**config.mk**
```make
export PLATFORM = sky130hd
export DESIGN_NAME = gpr_scoreboard
export DESIGN_NICKNAME = d
export VERILOG_FILES = /design/src/rtl/gpr_scoreboard.sv
export SDC_FILE = /design/constraint.sdc
export NUM_CORES = 1
export LEC_CHECK = 0
export CAP_MARGIN = 25
export CORE_MARGIN = 4
export CORE_UTILIZATION = 40
export CTS_CLUSTER_SIZE = 25
export DETAILED_ROUTE_END_ITERATION = 12
export DONT_BUFFER_PORTS = 1
export PLACE_DENSITY = 0.62
export SLEW_MARGIN = 20
export SYNTH_ARGS = -nofsm -noshare
export SYNTH_HDL_FRONTEND = slang
export SYNTH_SLANG_ARGS = --single-unit
export TNS_END_PERCENT = 100
```
**constraint.sdc**
```tcl
create_clock -name clock -period 9.2 [get_ports clock]
set_input_delay 1.84 -clock clock [delete_from_list [all_inputs] [get_ports clock]]
set_output_delay 1.84 -clock clock [all_outputs]
set_load 0.1 [all_outputs]
```
**src/rtl/gpr_scoreboard.sv**
```systemverilog
// Issue-stage GPR scoreboard: per-register in-flight counters for late writers gate IDU->EXU issue.
// Optional GPR_SCOREBOARD_PERF_EN adds stall/fire performance counters.
module gpr_scoreboard #(
  parameter int unsigned CNT_W = 2,
  parameter int unsigned NREG  = 32
) (
  input  logic            clock,
  input  logic            reset,
  input  logic            iss_valid,
  output logic            iss_ready,
  input  logic [4:0]      iss_rs1,
  input  logic            iss_rs1_en,
  input  logic [4:0]      iss_rs2,
  input  logic            iss_rs2_en,
  input  logic [4:0]      iss_rd,
  input  logic            iss_late,
  input  logic            wb_valid,
  input  logic [4:0]      wb_rd,
  input  logic            cancel_valid,
  input  logic [4:0]      cancel_rd,
  output logic [NREG-1:0] busy,
  output logic            idle,
`ifdef GPR_SCOREBOARD_PERF_EN
  output logic            err,
  output logic [31:0]     perf_stall_raw,
  output logic [31:0]     perf_stall_full,
  output logic [31:0]     perf_fire
`else
  output logic            err
`endif
);

  localparam logic [CNT_W-1:0] CAP  = '1;
  localparam logic [CNT_W:0]   CAPW = {1'b0, CAP};

  logic [CNT_W-1:0] cnt_q [NREG];
  logic [CNT_W-1:0] cnt_d [NREG];
  logic             err_q, err_d;
  logic             raw1, raw2, full, fire;
  logic             inc, wb_hit, can_hit;
  logic [CNT_W:0]   up, dn, nv;

  always_comb begin
    busy = '0;
    for (int unsigned i = 1; i < NREG; i++) begin
      busy[i] = |cnt_q[i];
    end
  end

  assign idle = ~|busy;
  assign err  = err_q;

  // Hazards look only at registered counters, so a same-cycle writeback never releases a stall.
  assign raw1      = iss_rs1_en & (|iss_rs1) & busy[iss_rs1];
  assign raw2      = iss_rs2_en & (|iss_rs2) & busy[iss_rs2];
  assign full      = iss_late & (|iss_rd) & (cnt_q[iss_rd] == CAP);
  assign iss_ready = ~(raw1 | raw2 | full);
  assign fire      = iss_valid & iss_ready & iss_late & (|iss_rd);

  always_comb begin
    err_d    = err_q;
    cnt_d[0] = '0;
    inc      = 1'b0;
    wb_hit   = 1'b0;
    can_hit  = 1'b0;
    up       = '0;
    dn       = '0;
    nv       = '0;
    for (int unsigned i = 1; i < NREG; i++) begin
      inc     = fire & (iss_rd == 5'(i));
      wb_hit  = wb_valid & (wb_rd == 5'(i));
      can_hit = cancel_valid & (cancel_rd == 5'(i));
      up      = {1'b0, cnt_q[i]} + (CNT_W+1)'(inc);
      dn      = (CNT_W+1)'(wb_hit) + (CNT_W+1)'(can_hit);
      nv      = up - dn;
      // Net delta in [-2,+1]; saturate at both ends and flag the error.
      if (up < dn) begin
        cnt_d[i] = '0;
        err_d    = 1'b1;
      end else if (nv > CAPW) begin
        cnt_d[i] = CAP;
        err_d    = 1'b1;
      end else begin
        cnt_d[i] = nv[CNT_W-1:0];
      end
    end
  end

  always_ff @(posedge clock) begin
    if (reset) begin
      for (int unsigned i = 0; i < NREG; i++) cnt_q[i] <= '0;
      err_q <= 1'b0;
    end else begin
      for (int unsigned i = 0; i < NREG; i++) cnt_q[i] <= cnt_d[i];
      err_q <= err_d;
    end
  end

`ifdef GPR_SCOREBOARD_PERF_EN
  logic [31:0] p_raw_q, p_full_q, p_fire_q;

  always_ff @(posedge clock) begin
    if (reset) begin
      p_raw_q  <= '0;
      p_full_q <= '0;
      p_fire_q <= '0;
    end else begin
      if (iss_valid & (raw1 | raw2))          p_raw_q  <= p_raw_q + 32'd1;
      if (iss_valid & full & ~(raw1 | raw2))  p_full_q <= p_full_q + 32'd1;
      if (fire)                               p_fire_q <= p_fire_q + 32'd1;
    end
  end

  assign perf_stall_raw  = p_raw_q;
  assign perf_stall_full = p_full_q;
  assign perf_fire       = p_fire_q;
`endif

endmodule
```
Word level (Yosys, flattened, before mapping) --
Memories as Yosys holds them, arrays and structs flattened. Index checks and enable logic that the tools add are counted.
Storage, ports and cells: flip-flop bits (word level) 1, latch bits 0, bits in writable memories 64, bits in read-only memories 0, input port bits 33, output and inout bits 35, memories kept 1
Operators by class: add/subtract/negate cells 93, multiply operators 0, divide/modulo/power cells 0, $lt $le $gt $ge 64, equal/unequal tests 94, shift operators 0, mux-type cells 163, bitwise operators 137, reductions and logical operators 37
Memories:
- cnt_q | depth 32, bits a word 2, rd ports 32, clocked after memory_dff 0, wr ports 32, line 36 | logic [CNT_W-1:0] cnt_q [NREG];
Operators by type and width (number):
- $eq A5 B5 Y1 const B | 48
- $mux W2 | 94
- $eq A5 B4 Y1 const B | 24
- $and A1 B1 Y1 | 102
- $add A2 B1 Y3 | 31
- $gt A3 B2 Y1 const B | 31
- $lt A3 B2 Y1 | 31
- $sub A3 B2 Y3 | 31
- $mux W1 | 67
- $add A1 B1 Y2 | 31
- $reduce_bool A62 Y1 | 1
- $reduce_or A2 Y1 | 31
- $reduce_or A62 Y1 | 1
- $eq A5 B3 Y1 const B | 12
- $or A1 B1 Y1 | 34
- $eq A5 B2 Y1 const B | 6
- $eq A5 B1 Y1 const B | 3
- $reduce_or A5 Y1 | 3
- $lt A5 B6 Y1 const B | 2
- $bmux W1 S5 | 2
- $eq A2 B2 Y1 const B | 1
- $logic_not A1 Y1 | 1
- $not A1 Y1 | 1

Longest topological paths before layout --
Gate-level depths: netlist (run 1). An unclocked memory read counts as a cell.
word-level depth 77, mapped depth 18, gate-level depth less buffers 16

Worst setup path after synthesis (run 1) --
No wires, ideal clock.
path type input port to output port, start point in iss_rs2[0], end point out iss_ready, arrival time 5651 ps, setup slack 1709 ps, cell stages on the path 8, path buffers 3, cell sequence buf_2 -> mux4_2 -> a2bb2oi_2 -> o31ai_1 -> or3_1 -> buf_6 -> buf_6 -> a311oi_1
Between the ends: cells in the longest elaborated chain, start to end 6
Ends and longest elaborated chain:
- start: declaration | line 13 | input logic [4:0] iss_rs2,
- $bmux W1 S5 or $reduce_or A5 Y1 (tied branches) | line 55 | assign raw2 = iss_rs2_en & (|iss_rs2) & busy[iss_rs2];
- $mux W1 (not written as such) or $and A1 B1 Y1 (tied branches) | line 55
- $and A1 B1 Y1 (*) | line 55
- $or A1 B1 Y1 (*) (2 in a row) | line 57 | assign iss_ready = ~(raw1 | raw2 | full);
- $not A1 Y1 (*) | line 57
- end: declaration | line 10 | output logic iss_ready,
Every way passes the cells marked *; elsewhere a longest branch is shown, timed or not. The select of a mux whose other input is x is not followed.

Worst setup path in the final report (run 1) --
start point in iss_rs1[2], end point reg err_q (netlist: err)
Between the ends: cells in the longest elaborated chain, start to end 73
Ends and longest elaborated chain:
- start: declaration | line 11 | input logic [4:0] iss_rs1,
- $bmux W1 S5 or $reduce_or A5 Y1 (tied branches) | line 54 | assign raw1 = iss_rs1_en & (|iss_rs1) & busy[iss_rs1];
- $mux W1 (not written as such) or $and A1 B1 Y1 (tied branches) | line 54
- $and A1 B1 Y1 (*) | line 54
- $or A1 B1 Y1 (*) (2 in a row) | line 57
- $not A1 Y1 (*) | line 57
- $and A1 B1 Y1 (*) (3 in a row) | line 58 | assign fire = iss_valid & iss_ready & iss_late & (|iss_rd);
- $and A1 B1 Y1 | line 70 | inc = fire & (iss_rd == 5'(i));
- $add A2 B1 Y3 | line 73 | up = {1'b0, cnt_q[i]} + (CNT_W+1)'(inc);
- (+54 left out)
- $mux W1 | line 80 | end else if (nv > CAPW) begin
- $mux W1 | line 77 | if (up < dn) begin
- $mux W1 | line 80
- $mux W1 | line 77
- $mux W1 | line 80
- $mux W1 | line 77
- $mux W1 | line 80
- $mux W1 | line 77
- end signal: assignment | line 95 | err_q <= err_d;
- end: declaration | line 38 | logic err_q, err_d;
Marked as above. A chain may end at the register's enable or synchronous reset.

==> reports/metrics.yaml, run 1 <==
clock.fmax_mhz: 167.3
place.port_buffers: 0
drv_slew: 0
synth_area_leaders: "ha_1, dfxtp_1, fa_1, inv_1, mux4_2"
firstDrtPassIters: 5
outcome: "finished, final reports clean"
fin_nets: 1123
drt_iter0_markers: 617
grt_pass1_wl_um: 38870
grt_setup_unrepaired: "no"
synth_most_common_cell: "inv_1"
cp-end-kind: "flip-flop"
hold_buffers: 0
power_mw: 0.9705
final_layout_size_suffix_gt1_frac: 0.06828
finalWorstSetupSlack_ns: 3.221
skew_ns: 0.007899
coreArea_sq_mm: 0.01959
synth_top_area_share: 0.1930
critPathRequiredTime_ns: 9.43
gp_congestion: 0.9502
detail-route-antenna-nets: 0
ys.flop_type: "dfxtp_1"
grt_start_max_net_pins: 33
cts_tree: "yes"
n_antenna_cell: 0
final.setup.tns_ns: 0
synth_edf_count: 0
worst_pin_slew_ns: 1.074
synth_cells: 923
hold_ws_ns: 0.8563
areaGrowthSynthToFinish_pct: 6.909
numCtsBuffers: 9
cp-start-kind: "input port"
wl_um: 25350
dieArea_sq_mm: 0.02243
dp_hpwl_um: 20900
arrival_ns: 6.21
die_w_um: 149.8
hp-class: "flip-flop to flip-flop"
synth.avg_cell_area_sq_um: 8.711
cts-root-buf: "clkbuf_16"
yosysUniqueCellTypes: 48
grt-ovfl-total: 0
synth_common_cells: "inv_1, ha_1, nor2_1"
synth_fp_nets: 1142
synth_seq_area_share: 0.1569
crit_fanout: 8
antenna_found_initial: 0
period_minus_slack_ns: 5.979
cts_setup_buffers: 0
synth.cell_area_sq_mm: 0.008040
row_count: 51
vias: 6928
cts_buffer_depth: 2
fin_crit_sh: 0.6499
routed_via_density: 5.906
place_ws_ns: 2.814
clock_latency_ns: 0.35
die_height_um: 149.8
synth_seq_cells: 63
path_clk_slew_ns: 0.06
cts-resized-gates: 0
peakVddDrop_v: 0.00006153
slew_headroom: 0.2842
cts_sinks: 63
remaining_drc_errors: 0
setup_viol: 0
start_util: 0.4104
criticalPathCategory: "input port to flip-flop"
cts.htree.levels: 3
grt_usage: 0.2300
maxCapViolCount: 0
grt_pass1_vias: 6741
ioPinCount: 68
power_density_mw_per_mm2: 112.9
synth_top_cell_by_area: "ha_1"
yosys_warnings: 0
post_drt_wl_per_cell_um: 21.61
post-route-util: 0.4388
synthArstFlopShare: 0
hold_violations: 0
leakage_nw: 3.718
==> report_power, final <==
| group | internal, mW | total (mW) | switching, mW | leakage [nW] |
|---|---|---|---|---|
| Clock | 0.202 | 0.339 | 0.137 | 0.140 |
| Combinational | 0.0930 | 0.318 | 0.225 | 3.07 |
| Sequential | 0.287 | 0.314 | 0.0262 | 0.512 |
==> final cells by class <==
cell class	instances	area, sq um
Multi-Input combinational cell	676	6067
Tap cell	265	331.6
Clock buffer	12	266.5
Sequential cell	63	1261
Fill cell	1961	10990
Timing Repair Buffer	5	92.59
Inverter	149	559.3
Clock inverter	3	17.52
==> placed cells by master (no fill, tap or decap), types with 3 or more instances in the layout <==
cell type	n
or4_1	10
nand4b_1	4
nand3b_1	4
or2_2	10
a311oi_1	3
xnor2_1	31
nand2b_1	41
clkbuf_8	3
and3_1	3
a211oi_1	7
a21oi_1	68
nor2b_1	3
nor2_1	79
mux2i_1	11
clkbuf_16	9
o22ai_1	4
or3_1	5
nand2_1	22
fa_1	62
nor4_1	36
mux4_2	17
o21ai_0	3
inv_1	148
nor3b_1	7
a31oi_1	4
nor3_1	27
or2_1	3
mux2_2	8
ha_1	124
nand4_1	21
o31ai_1	33
a2111oi_0	4
nand3_1	7
dfxtp_1	63
==> path summary, 6_finish.rpt <==
kind                                start  slack, ns                       to  cells after the start
hold / removal    cnt_q[21][0]$_SDFF_PP0_       0.86  cnt_q[21][0]$_SDFF_PP0_                      4
setup reg to reg   cnt_q[2][1]$_SDFF_PP0_       3.61         err$_SDFFE_PP0P_                     16
setup / recovery               iss_rs1[2]       3.22         err$_SDFFE_PP0P_                     14
hold reg to reg   cnt_q[21][0]$_SDFF_PP0_       0.86  cnt_q[21][0]$_SDFF_PP0_                      4
==> kinds of logic (layout without fill, tap and decap cells) <==
logic type,after synthesis,after routing,synth area share
muxes,36,36,0.07252
and+or+nand+nor,289,289,0.1945
other,1,1,0.0004664
AOI/OAI and AO/OA,133,133,0.1030
DFF,63,63,0.1569
adders and majority gates,186,186,0.3473
buffers and inverters,184,169,0.09150
xor gates and xnor gates,31,31,0.03377
==> per-layer routing <==
metal	vias to the layer above	GRT usage	part of all wire
li1	3185	-	-
met1	3349	0.3016	0.42
met2	338	0.3534	0.44
met3	56	0.07087	0.11
met4	0	0.09469	0.040
met5	-	0	0
==> registers in the layout, summed over array words and instances (netlist names) <==
signal	cells
err	1
cnt_q	62
==> stage by stage <==
| stage | cells | cell area, sq um |
|---|---|---|
| after floorplan | 923 | 8040 |
| after global placement | 1155 | 8254 |
| after detailed placement | 1156 | 8282 |
| after CTS | 1171 | 8566 |
| after global routing | 1173 | 8596 |
| final | 1173 | 8596 |
==> worst max-delay path, cell delays in order <==
cell and delay [ns]:
inv_1 0.14, mux4_2 0.52, o21ai_1 0.35, nand4_1 0.53
nor4_1 0.59, ha_1 0.26, ha_1 0.14, inv_1 0.05
fa_1 0.43, xnor2_1 0.37, nand4_1 0.15, or4_1 0.53
nor3_1 0.19, a31oi_1 0.10
No activity file was read; power rests on OpenSTA's default activity.
==> inputs of run 2 (changes only) <==
- ABC_AREA: default -> 1
- clock period: 9.2 -> 5.6 ns (I/O delays scaled with it)
==> run 2 against run 1 <==
  * Critical path depth is 10 higher
  * Global-route usage is 0.19 points lower
  * Wire length is 3.4% higher
  * Largest cell class unchanged
  * Largest power group is now combinational cells
  * Critical path type unchanged
==> reports/metrics.yaml, run 2 <==
outcome: "finished, final reports clean"
criticalPathCategory: "input port to flip-flop"
cts-resized-gates: 0
die_height_um: 152.4
cts-root-buf: "clkbuf_16"
pwr-share-comb: 0.362
hold_buffers: 0
areaGrowthSynthToFinish_pct: 8.148
synth_area_leaders: "ha_1, dfxtp_1, fa_1, nand2_1, inv_1"
cp-start-kind: "input port"
critPathRequiredTime_ns: 5.83
place.port_buffers: 0
gp_congestion: 0.9534
final_cell_mix: "nand2_1, inv_1, ha_1"
worst_pin_slew_ns: 1.115
final_layout_size_suffix_gt1_frac: 0.07967
cts.htree.levels: 3
start_util: 0.4094
detail-route-antenna-nets: 0
routed_via_density: 5.253
synth_cells: 1185
cp-end-kind: "flip-flop"
power.share.clock: 0.321
synth_seq_cells: 63
grt_setup_unrepaired: "no"
post_dp_cell_area_sq_mm: 0.008771
synth_top_cell_by_area: "ha_1"
peakVddDrop_v: 0.0001134
leakage_nw: 4.365
synthArstFlopShare: 0
critPathLaunch: "iss_rd[1]"
drt_iter0_markers: 746
cts_buffer_depth: 2
synth.avg_cell_area_sq_um: 7.036
fin_area_sq_mm: 0.009017
r2r_end: "err$_SDFFE_PP0P_"
reg2reg_from: "cnt_q[8][0]$_SDFF_PP0_"
synth_top_area_share: 0.1861
arrival_ns: 5.09
fin_crit_sh: 0.8684
rr_worst_depth: 24
final_common_cell: "nand2_1"
coreArea_sq_mm: 0.02036
post_drt_wl_per_cell_um: 17.77
switchingPower_mw: 0.6629
maxCapViolCount: 0
firstDrtPassIters: 6
largest_reg_flops: 62
dp_hpwl_um: 22020
synth_seq_area_share: 0.1513
drv_slew: 0
cts_setup_buffers: 0
wl_um: 26210
setup_viol: 0
cts_tree: "yes"
swShare: 0.4217
clock.fmax_mhz: 205.6
dieArea_sq_mm: 0.02322
row_count: 52
power_mw: 1.572
remaining_drc_errors: 0
grt_pass1_wl_um: 41790
vias: 7748
die_w_um: 152.4
ioPinCount: 68
grt_start_max_net_pins: 51
hold_violations: 0
p_int_mw: 0.9090
yosys_warnings: 0
path_clk_slew_ns: 0.06
synth_fp_nets: 1404
period_minus_slack_ns: 4.863
rrSetupSlack_ns: 1.24
cts_sinks: 63
synth.cell_area_sq_mm: 0.008338
antenna_found_initial: 0
power_density_mw_per_mm2: 174.3
fin_nets: 1421
grt_usage: 0.2281
skew_ns: 0.005492
hp-class: "flip-flop to flip-flop"
ys.flop_type: "dfxtp_1"
crit_path_end: "err$_SDFFE_PP0P_"
grt-ovfl-total: 0
synth_edf_count: 0
grt_pass1_vias: 7535
top_register: "cnt_q"
synth_most_common_cell: "nand2_1"
n_antenna_cell: 0
power_frac_seq: 0.316
yosysUniqueCellTypes: 30
slew_headroom: 0.2554
crit_fanout: 17
numCtsBuffers: 9
final.setup.tns_ns: 0
synth_common_cells: "nand2_1, inv_1, ha_1"
clock_latency_ns: 0.34
## run 2: changes by cell type after synthesis, moves of 13 or more
cell      change
nand2b_1     -41
nand2_1     +251
nor2_1       +29
nor4_1       -31
nor2_2       +31
o21ai_0      +18
mux4_2       -17
nor3_1       -13
o31ai_1      -13
nand3_1      +77
inv_1        +52
## run 2: power groups by stage
stage | combinational, mW | sequential [mW] | clock [mW]
after global routing | 0.618 | 0.500 | 0.534
final | 0.569 | 0.497 | 0.505
after floorplan | 0.447 | 0.499 | 0
after CTS | 0.567 | 0.497 | 0.518
after global placement | 0.562 | 0.506 | 0
after detailed placement | 0.565 | 0.507 | 0
## run 2: metrics by stage
step           setup WS, ns    util  hold slack [ns]  cells
6_report             0.7371  0.4428           0.7864   1475
5_1_grt              0.4265  0.4428           0.8563   1475
4_1_cts              0.8221  0.4428           0.7863   1475
3_5_place_dp         0.4883  0.4307           0.7819   1461
3_3_place_gp         0.6013  0.4307           0.7796   1461
2_1_floorplan         1.448       -           0.7217   1185
## run 2: worst min-delay path by stage
| stage | start | end | slack, ns | cells after the start |
|---|---|---|---|---|
| after floorplan | cnt_q[14][1]$_SDFF_PP0_ | cnt_q[14][0]$_SDFF_PP0_ | 0.72 | 4 |
| after detailed placement | cnt_q[10][1]$_SDFF_PP0_ | cnt_q[10][0]$_SDFF_PP0_ | 0.78 | 4 |
| after global routing | cnt_q[10][1]$_SDFF_PP0_ | cnt_q[10][1]$_SDFF_PP0_ | 0.86 | 4 |
| after global placement | cnt_q[10][1]$_SDFF_PP0_ | cnt_q[10][1]$_SDFF_PP0_ | 0.78 | 4 |
| final | cnt_q[10][1]$_SDFF_PP0_ | cnt_q[10][0]$_SDFF_PP0_ | 0.79 | 4 |
| after CTS | cnt_q[10][1]$_SDFF_PP0_ | cnt_q[10][0]$_SDFF_PP0_ | 0.79 | 4 |
## run 2: final cells by class
cell class	instances	area, sq um
fillers	2104	11350
clock buffers	12	236.5
repair buffers	35	262.8
clock inverters	2	10.01
inverters	208	780.7
well taps	270	337.8
flip-flops and latches	63	1261
multi-input cells	885	6128
## run 2: logic make-up after synthesis
logic type                 after synthesis  synth area share
AOI/OAI and AO/OA                      122           0.08463
xor gates and xnor gates                31           0.03256
adders and majority gates              186            0.3349
buffers and inverters                  237            0.1140
DFF                                     63            0.1513
other                                    1         0.0004497
and+or+nand+nor                        545            0.2821
## run 2: layer usage
layer | track usage | part of all wire
met1 | 0.2996 | 0.42
met3 | 0.04942 | 0.084
met2 | 0.3683 | 0.45
met5 | 0 | 0
met4 | 0.08733 | 0.040
## run 2: worst max-delay path: stages
cell and delay [ns]:
inv_2 0.12, nor2_1 0.59, nand3_1 0.16, nand3_1 0.13
nor2_1 0.05, nand2_1 0.07, nand2_1 0.05, nand2_1 0.08
nand3_2 0.09, nand4_4 0.19, buf_4 0.24, nor2_2 0.06
ha_1 0.20, ha_1 0.27, inv_1 0.05, fa_1 0.42
xnor2_1 0.35, nand4_1 0.14, nor2_1 0.20, nand2_1 0.15
nor2_1 0.13, nand3_1 0.08, nand2_1 0.07, inv_1 0.05
